### src/rtl/seven_segment_reader.sv
// seven_segment_reader: recovers per-digit BCD values from a multiplexed seven-segment bus
module seven_segment_reader #(
  parameter int NUM_DIGITS    = 4,
  parameter int SETTLE_CYCLES = 4,
  parameter int CNT_W         = 8
) (
  input  logic                    clk,
  input  logic                    rst_n,
  input  logic [6:0]              seg_i,
  input  logic [NUM_DIGITS-1:0]   an_i,
  output logic [4*NUM_DIGITS-1:0] digits_o,
  output logic [NUM_DIGITS-1:0]   blank_o,
  output logic                    frame_valid_o,
  output logic                    pattern_err_o,
  output logic                    scan_err_o
);
  localparam int IW = NUM_DIGITS > 1 ? $clog2(NUM_DIGITS) : 1;
  typedef enum logic [1:0] {WAIT, SETTLE, CAPTURE, HOLD} state_t;
  state_t                  state, state_n;
  logic [6:0]              seg_m, s_seg;
  logic [NUM_DIGITS-1:0]   an_m, s_an, an_lat, an_lat_n;
  logic [IW-1:0]           idx, idx_n, enc;
  logic [CNT_W-1:0]        cnt, cnt_n;
  logic                    one_hot, multi, eval, cap;
  logic [3:0]              dec_val;
  logic                    dec_blank, dec_err;
  logic [4*NUM_DIGITS-1:0] shadow, shadow_n;
  logic [NUM_DIGITS-1:0]   blank_sh, blank_sh_n, mask, mask_n;

  // two-flop synchronisers on the asynchronous display bus
  always_ff @(posedge clk or negedge rst_n)
    if (!rst_n) begin
      seg_m <= '0;
      s_seg <= '0;
      an_m  <= '0;
      s_an  <= '0;
    end else begin
      seg_m <= seg_i;
      s_seg <= seg_m;
      an_m  <= an_i;
      s_an  <= an_m;
    end

  // classify the synced digit select and find the selected digit index
  always_comb begin
    one_hot = $countones(s_an) == 1;
    multi   = $countones(s_an) > 1;
    enc     = '0;
    for (int i = 0; i < NUM_DIGITS; i++)
      if (s_an[i]) enc = IW'(i);
  end

  // segment pattern to BCD value; blank and illegal patterns flagged
  always_comb begin
    dec_val   = 4'hF;
    dec_blank = 1'b0;
    dec_err   = 1'b0;
    case (s_seg)
      7'h7E: dec_val = 4'd0;
      7'h30: dec_val = 4'd1;
      7'h6D: dec_val = 4'd2;
      7'h79: dec_val = 4'd3;
      7'h33: dec_val = 4'd4;
      7'h5B: dec_val = 4'd5;
      7'h5F: dec_val = 4'd6;
      7'h70: dec_val = 4'd7;
      7'h7F: dec_val = 4'd8;
      7'h7B: dec_val = 4'd9;
      7'h00: begin
        dec_val   = 4'd0;
        dec_blank = 1'b1;
      end
      default: dec_err = 1'b1;
    endcase
  end

  // FSM state register with settle counter and latched digit select
  always_ff @(posedge clk or negedge rst_n)
    if (!rst_n) begin
      state  <= WAIT;
      cnt    <= '0;
      an_lat <= '0;
      idx    <= '0;
    end else begin
      state  <= state_n;
      cnt    <= cnt_n;
      an_lat <= an_lat_n;
      idx    <= idx_n;
    end

  // next state: a select change re-enters the WAIT decision in the same cycle; multi-hot aborts
  always_comb begin
    state_n  = state;
    cnt_n    = cnt;
    an_lat_n = an_lat;
    idx_n    = idx;
    eval     = 1'b0;
    cap      = 1'b0;
    case (state)
      WAIT:    eval = 1'b1;
      SETTLE:
        if (s_an != an_lat) eval = 1'b1;
        else if (cnt == CNT_W'(SETTLE_CYCLES - 1)) state_n = CAPTURE;
        else cnt_n = cnt + CNT_W'(1);
      CAPTURE: begin
        cap     = 1'b1;
        state_n = HOLD;
      end
      HOLD:    eval = s_an != an_lat;
      default: state_n = WAIT;
    endcase
    if (eval) begin
      state_n  = one_hot ? SETTLE : WAIT;
      an_lat_n = s_an;
      idx_n    = enc;
      cnt_n    = '0;
    end
    if (multi) begin
      state_n = WAIT;
      cap     = 1'b0;
    end
  end

  // shadow and mask as they would look after capturing the current digit
  always_comb begin
    shadow_n              = shadow;
    blank_sh_n            = blank_sh;
    shadow_n[4*idx +: 4]  = dec_val;
    blank_sh_n[idx]       = dec_blank;
    mask_n                = mask | (NUM_DIGITS'(1) << idx);
  end

  // capture into shadow; the capture completing the mask publishes the frame and restarts it
  always_ff @(posedge clk or negedge rst_n)
    if (!rst_n) begin
      shadow        <= '0;
      blank_sh      <= '0;
      mask          <= '0;
      digits_o      <= '0;
      blank_o       <= '0;
      frame_valid_o <= 1'b0;
      pattern_err_o <= 1'b0;
      scan_err_o    <= 1'b0;
    end else begin
      frame_valid_o <= cap & (&mask_n);
      pattern_err_o <= cap & dec_err;
      scan_err_o    <= multi;
      if (cap) begin
        shadow   <= shadow_n;
        blank_sh <= blank_sh_n;
        mask     <= &mask_n ? '0 : mask_n;
        if (&mask_n) begin
          digits_o <= shadow_n;
          blank_o  <= blank_sh_n;
        end
      end
    end
endmodule

### config.mk
export PLATFORM = sky130hd
export DESIGN_NAME = seven_segment_reader
export DESIGN_NICKNAME = d
export VERILOG_FILES = /design/src/rtl/seven_segment_reader.sv
export SDC_FILE = /design/constraint.sdc
export NUM_CORES = 1
export LEC_CHECK = 0
export CAP_MARGIN = 30
export CORE_MARGIN = 10
export CORE_UTILIZATION = 67
export DETAILED_ROUTE_END_ITERATION = 6
export DONT_BUFFER_PORTS = 1
export GPL_ROUTABILITY_DRIVEN = 0
export PLACE_DENSITY = 0.89
export SYNTH_ARGS = -nofsm -noshare
export SYNTH_HDL_FRONTEND = slang
export SYNTH_SLANG_ARGS = --single-unit
### constraint.sdc
create_clock -name clk -period 7.8 [get_ports clk]
set_input_delay 1.17 -clock clk [delete_from_list [all_inputs] [get_ports clk]]
set_output_delay 1.17 -clock clk [all_outputs]
set_load 0.005 [all_outputs]
==> flow_metrics.tcl <==
set metrics [dict create \
    run_status "finished clean" \
    place_area_mm2 0.00388 \
    cts-root-buf "clkbuf_8" \
    ys_ff_latch 85 \
    die_h_um 95.6 \
    drt-total-wl_um 7550 \
    cp_common_cell "inv_1" \
    max_stage_delay_ns 0.53 \
    cts_buffer_depth 2 \
    synth-xor-area-share_pct 2.97 \
    path_buf_inv 4 \
    path_cells "inv_1 -> fa_1 -> inv_1 -> ha_1 -> inv_1 -> ha_1 -> nor3b_1 -> o2111ai_2 -> inv_1 -> nor2_1 -> a31o_2 -> a21oi_1" \
    postCtsSetupBuffers 0 \
    n_antenna_cell 0 \
    p_int_mw 0.689 \
    overflow 0 \
    gr-usage-all-layers_pct 17.6 \
    maxCapViolations 0 \
    muxShareOfSynthArea_pct 3.13 \
    leakagePower_nw 1.85 \
    p_clk_share_pct 43.2 \
    final_cell_area_mm2 0.00413 \
    critPathKind "register to register" \
    yosys.area_share.simple_pct 17.9 \
    relSlewSlack_pct 35.6 \
    fp.coreArea_mm2 0.00554 \
    min_period_over_period_pct 41.8 \
    syn_area_mm2 0.00383 \
    cp_num_cells 12 \
    postSynthAreaPerCell_um2 10.7 \
    skew_ns 0.00731 \
    htreeDepth 3 \
    power.density_mw_per_mm2 219 \
    syn2layout_area_growth_pct 7.67 \
    pwr-share-seq_pct 51.2 \
    setup_viol 0 \
    final_common_cell "dfrtp_1" \
    yosys.area_share.adder_pct 5.42 \
    yosys_warnings 0 \
    fmax_mhz 307 \
    p_comb_share_pct 5.7 \
    clock_sinks 85 \
    cp_max_fo 21 \
    synth_nets 387 \
    nets 386 \
    drt-vias-per-instance 6.08 \
    slew_viol_final 0 \
    hold_violations 0 \
    power_switching_mw 0.214 \
    hold_depth 0 \
    grt_pass1_wl_um 12500 \
    synthArstFlopShare_pct 100 \
    crit_arrival_ns 3.54 \
    cp-start-kind "register" \
    row_count 27 \
    worstSetupEndpointType "register" \
    io_pins 36 \
    cts_resized 0 \
    start_util_pct 69.2 \
    slowest_stage "fa_1" \
    period_needed_ns 3.26 \
    ir_drop_mv 0.190 \
    ys_seq_area_share_pct 55.5 \
    finish.utilization_pct 74.5 \
    hpwl_um 5100 \
    critical_path_required_ns 8.08 \
    grt_max_degree 86 \
    dieWidth_um 95.6 \
    tritoncts "done" \
    route.detailed.drc 0 \
    synth_ff_type "dfrtp_1" \
    clk_pin_slew_worst_paths_ns 0.09 \
    crit_family "adder cells" \
    tightest_slew_ns 0.947 \
    syn_inst 358 \
    synth_edf_count 0 \
    cts_hold_buffers 0 \
    io_buffers 0 \
    layout_common_cells "85 x dfrtp_1, 44 x nand2_1, 38 x nor2_1" \
    dr.first_iter.drc_count 236 \
    tns_ns 0 \
    antenna_found_initial 0 \
    ys_types 52 \
    numCtsBuffers 9 \
    hold_ws_ns 0.355 \
    reg2reg_depth 12 \
    wl_per_cell_um 17.4 \
    clk_latency_ns 0.36 \
    synth_top_family_by_area "simple AND/OR/NAND/NOR gates" \
    synth_compound_area_share_pct 11.9 \
    antenna_left 0 \
    dieArea_mm2 0.00915 \
    swShare_pct 23.7 \
    drtPass1Iterations 4 \
    grt_setup_unrepaired "false" \
    drive_gt1_share_pct 9.12 \
    grt_pass1_vias 2606 \
    vias 2637 \
    hp-class "register to register" \
    finalPower_mw 0.903 \
]
==> path summary, 6_finish.rpt <==
kind                       slack [ns]           end      from
max reg2reg                      4.54  digits_o[15]   s_an[0]
min reg2reg                      0.35      s_seg[1]  seg_m[1]
max                              4.54  digits_o[15]   s_an[0]
max in group asynchronous        7.17      state[0]     rst_n
min                              0.35      s_seg[1]  seg_m[1]
min in group asynchronous        0.49     shadow[2]     rst_n
==> power by group through the flow <==
stage | Combinational, mW | Clock (mW) | Sequential, mW
after floorplan | 0.0422 | 0 | 0.467
after global placement | 0.0483 | 0 | 0.470
after detailed placement | 0.0505 | 0 | 0.471
after CTS | 0.0510 | 0.394 | 0.462
after global routing | 0.0575 | 0.413 | 0.464
final | 0.0511 | 0.390 | 0.462
==> metal layers <==
layer / GRT usage [%] / up-vias / wire length (um)
li1: - / 1249 / -
met5: 0 / - / 0
met4: 8.85 / 0 / 158
met2: 27.9 / 89 / 3610
met1: 21.6 / 1283 / 3220
met3: 4.79 / 16 / 562
==> cell families after synthesis <==
logic type,after synthesis
adder cells (fa/ha/maj),16
XOR/XNOR,13
buffers and inverters,29
AND/OR/NAND/NOR,134
multiplexers,11
AO/OA/AOI/OAI,70
flip-flops,85
==> flip-flops by register name, summed over array words and instances (netlist names), 7 cells and up <==
register / cells
cnt: 8
digits_o: 16
seg_m: 7
s_seg: 7
shadow: 16
==> cells in the mapped netlist, drive strengths merged, types with 2 or more instances <==
cell     n  share of area (%)
nor3     7                1.2
mux2i    6                1.7
nor2    38                3.7
clkbuf   5               0.52
nand3    9                1.2
a21oi   14                1.9
o22a     2               0.46
and3     7                1.2
nand2   44                4.3
nand4b   2               0.46
nor3b    6                1.2
nand2b   2               0.33
inv     16                1.6
o31ai    4               0.78
and2     2               0.33
a21boi   2               0.39
o21ai   27                3.5
buf      8                1.1
ha      15                4.9
nor4     3               0.88
a22o     4               0.91
nor4b    5                1.3
dfrtp   85                 55
and4b    2               0.52
xor2    12                2.7
mux2     5                1.5
a221oi   8                1.8
nand4    3               0.49
a211oi   3               0.85
==> area by class of cell <==
type / count / area [um^2]
clock buffers: 9 / 124
fillers: 357 / 1410
inverters: 16 / 60.1
clock inverters: 7 / 128
repair buffers: 1 / 7.51
multi-input cells: 244 / 1590
well taps: 72 / 90.1
flip-flops and latches: 85 / 2130
==> metrics by stage <==
step,instances,setup WS (ns)
after floorplan,358,5.04
after global placement,418,4.79
after detailed placement,418,4.57
after CTS,434,4.55
after global routing,434,4.32
final,434,4.54
Note: power is estimated with default switching activity, not from simulation.
==> patch (same settings) <==
Change the parameter `NUM_DIGITS` from 4 to 8.
--- a/src/rtl/seven_segment_reader.sv
+++ b/src/rtl/seven_segment_reader.sv
@@ -1,6 +1,6 @@
 // seven_segment_reader: recovers per-digit BCD values from a multiplexed seven-segment bus
 module seven_segment_reader #(
-  parameter int NUM_DIGITS    = 4,
+  parameter int NUM_DIGITS    = 8,
   parameter int SETTLE_CYCLES = 4,
   parameter int CNT_W         = 8
 ) (
Interface: changed (resized an_i, blank_o and digits_o); port bits go from 36 to 60. The function was not compared with the original's and may differ.
==> patch against the original RTL <==
Final cell count rose by 69%; combinational power rose to 2.9 times the old value; setup slack got worse by 1800 ps; sequential power rose by 71%; synthesized area rose by 68%; routed wire length rose by 94%; sequential cell count rose by 57; cell area rose by 72%; first-iteration DRC count rose by 78%; sequential share of layout area fell by 1.5 points; power rose by 110%; critical path type unchanged; largest power group is now the clock network.
==> patch: results (changes against the original RTL) <==
mux cell area share after synthesis 0.07008 (was 0.03133); Slowest cell on crit path inv_2 (was fa_1); final-stage net count 623 (was 386); Cell Area, Placed 6424 µm² (was 3876 µm²); HP Class in2async (was reg2reg); Overall Global Routing Usage 0.2105 (was 0.1756); CTS H-tree depth 4 (was 3); sequential fraction of the synthesis area 0.5529 (was 0.5548); Layout Skew 9.726 ps (was 7.312 ps); FILL cells 560 (was 357); CP Max Fanout 45 (was 21); status finished clean (unchanged); most area-consuming cells after synthesis dfrtp_1 (55%), mux2_2 (4.2%), nand2_1 (4.0%) (was dfrtp_1 (55%), ha_1 (4.9%), nand2_1 (4.3%)); DRC marker count from the first detailed-route iteration 421 (was 236); share of post-route cells with drive strength above 1 0.1161 (was 0.09116); Distinct cells, synth 57 (was 52); number of global-route vias before repair 4,833 (was 2,606); Commonest cells post-synth dfrtp_1 (142), nand2_1 (68), nor2_1 (61) (was dfrtp_1 (85), nand2_1 (44), nor2_1 (38)); IR Drop Worst-Case VDD 0.0002040 V (was 0.0001903 V); Post-Synth XOR/XNOR Area 0.02044 (was 0.02970); DRT Wirelength 14.64 mm (was 7.550 mm); via count 4,704 (was 2,637); Initial DRT Pass Iterations 5 (was 4); Arr. time, crit path 5500 ps (was 3540 ps); Synth Area in Adders 0.03582 (was 0.05418); compound-gate portion of the synthesized area 0.1316 (was 0.1195); syn_nets 631 (was 387); largest net degree at the start of global routing 143 (was 86); leakage 3.225 nW (was 1.854 nW)
==> patch: cell count changes after synthesis, moves of 7 or more <==
cell / before / now
a2bb2oi_1: 0 / 7
nor2_1: 38 / 61
nand2_1: 44 / 68
mux2i_1: 5 / 15
nand3_1: 9 / 17
o21ai_0: 27 / 45
clkbuf_1: 4 / 11
buf_6: 0 / 7
mux2_2: 5 / 24
xor2_1: 12 / 4
dfrtp_1: 85 / 142
a21oi_1: 13 / 33
xnor2_1: 1 / 11
==> patch: cell type report <==
type                            count  share of cell area
Sequential cell                   142              0.5002
Clock inverter                     14             0.03558
Multi-Input combinational cell    407              0.3686
Inverter                           20             0.01057
Clock buffer                       18             0.06023
Tap cell                          129             0.02272
Timing Repair Buffer                2            0.002113
==> patch: power breakdown <==
group          internal, W  leakage, nW  total [W]  switching [W]
Combinational    0.0000565         1.02   0.000150      0.0000933
Clock             0.000601        0.326   0.000930       0.000329
Sequential        0.000763         1.88   0.000789      0.0000267
Total              0.00142         3.22    0.00187       0.000449
==> patch: per-stage QoR <==
step / setup WS (ps) / instances
CTS: 2775 / 732
floorplan: 4028 / 598
detailed placement: 2913 / 700
global route: 2392 / 732
finish: 2715 / 732
global placement: 3230 / 700
==> patch: path summary, 6_finish.rpt <==
check                          from           end  slack [ps]  depth (start not counted)
setup / recovery            s_an[3]  digits_o[21]        2720                         16
hold / removal                rst_n  digits_o[17]         330                          0
setup reg to reg            s_an[3]  digits_o[21]        2720                         16
hold reg to reg            seg_m[0]      s_seg[0]         350                          0
max in group asynchronous     rst_n        cnt[6]        7310                          0
min in group clk           seg_m[0]      s_seg[0]         350                          0
==> patch: cell families after synthesis <==
logic type	count (synthesis)
buf+inv	49
mux	41
flops	142
compound gates	132
fa+ha+maj	16
xor+xnor	15
simple gates	203
==> patch: per-layer routing <==
metal  up-vias  GRT usage  part of all wire
met5         -          0                 0
met4         0     0.1020             0.034
met3        65    0.06571             0.080
met2       266     0.3573              0.51
met1      2291     0.2346              0.38
li1       2082          -                 -
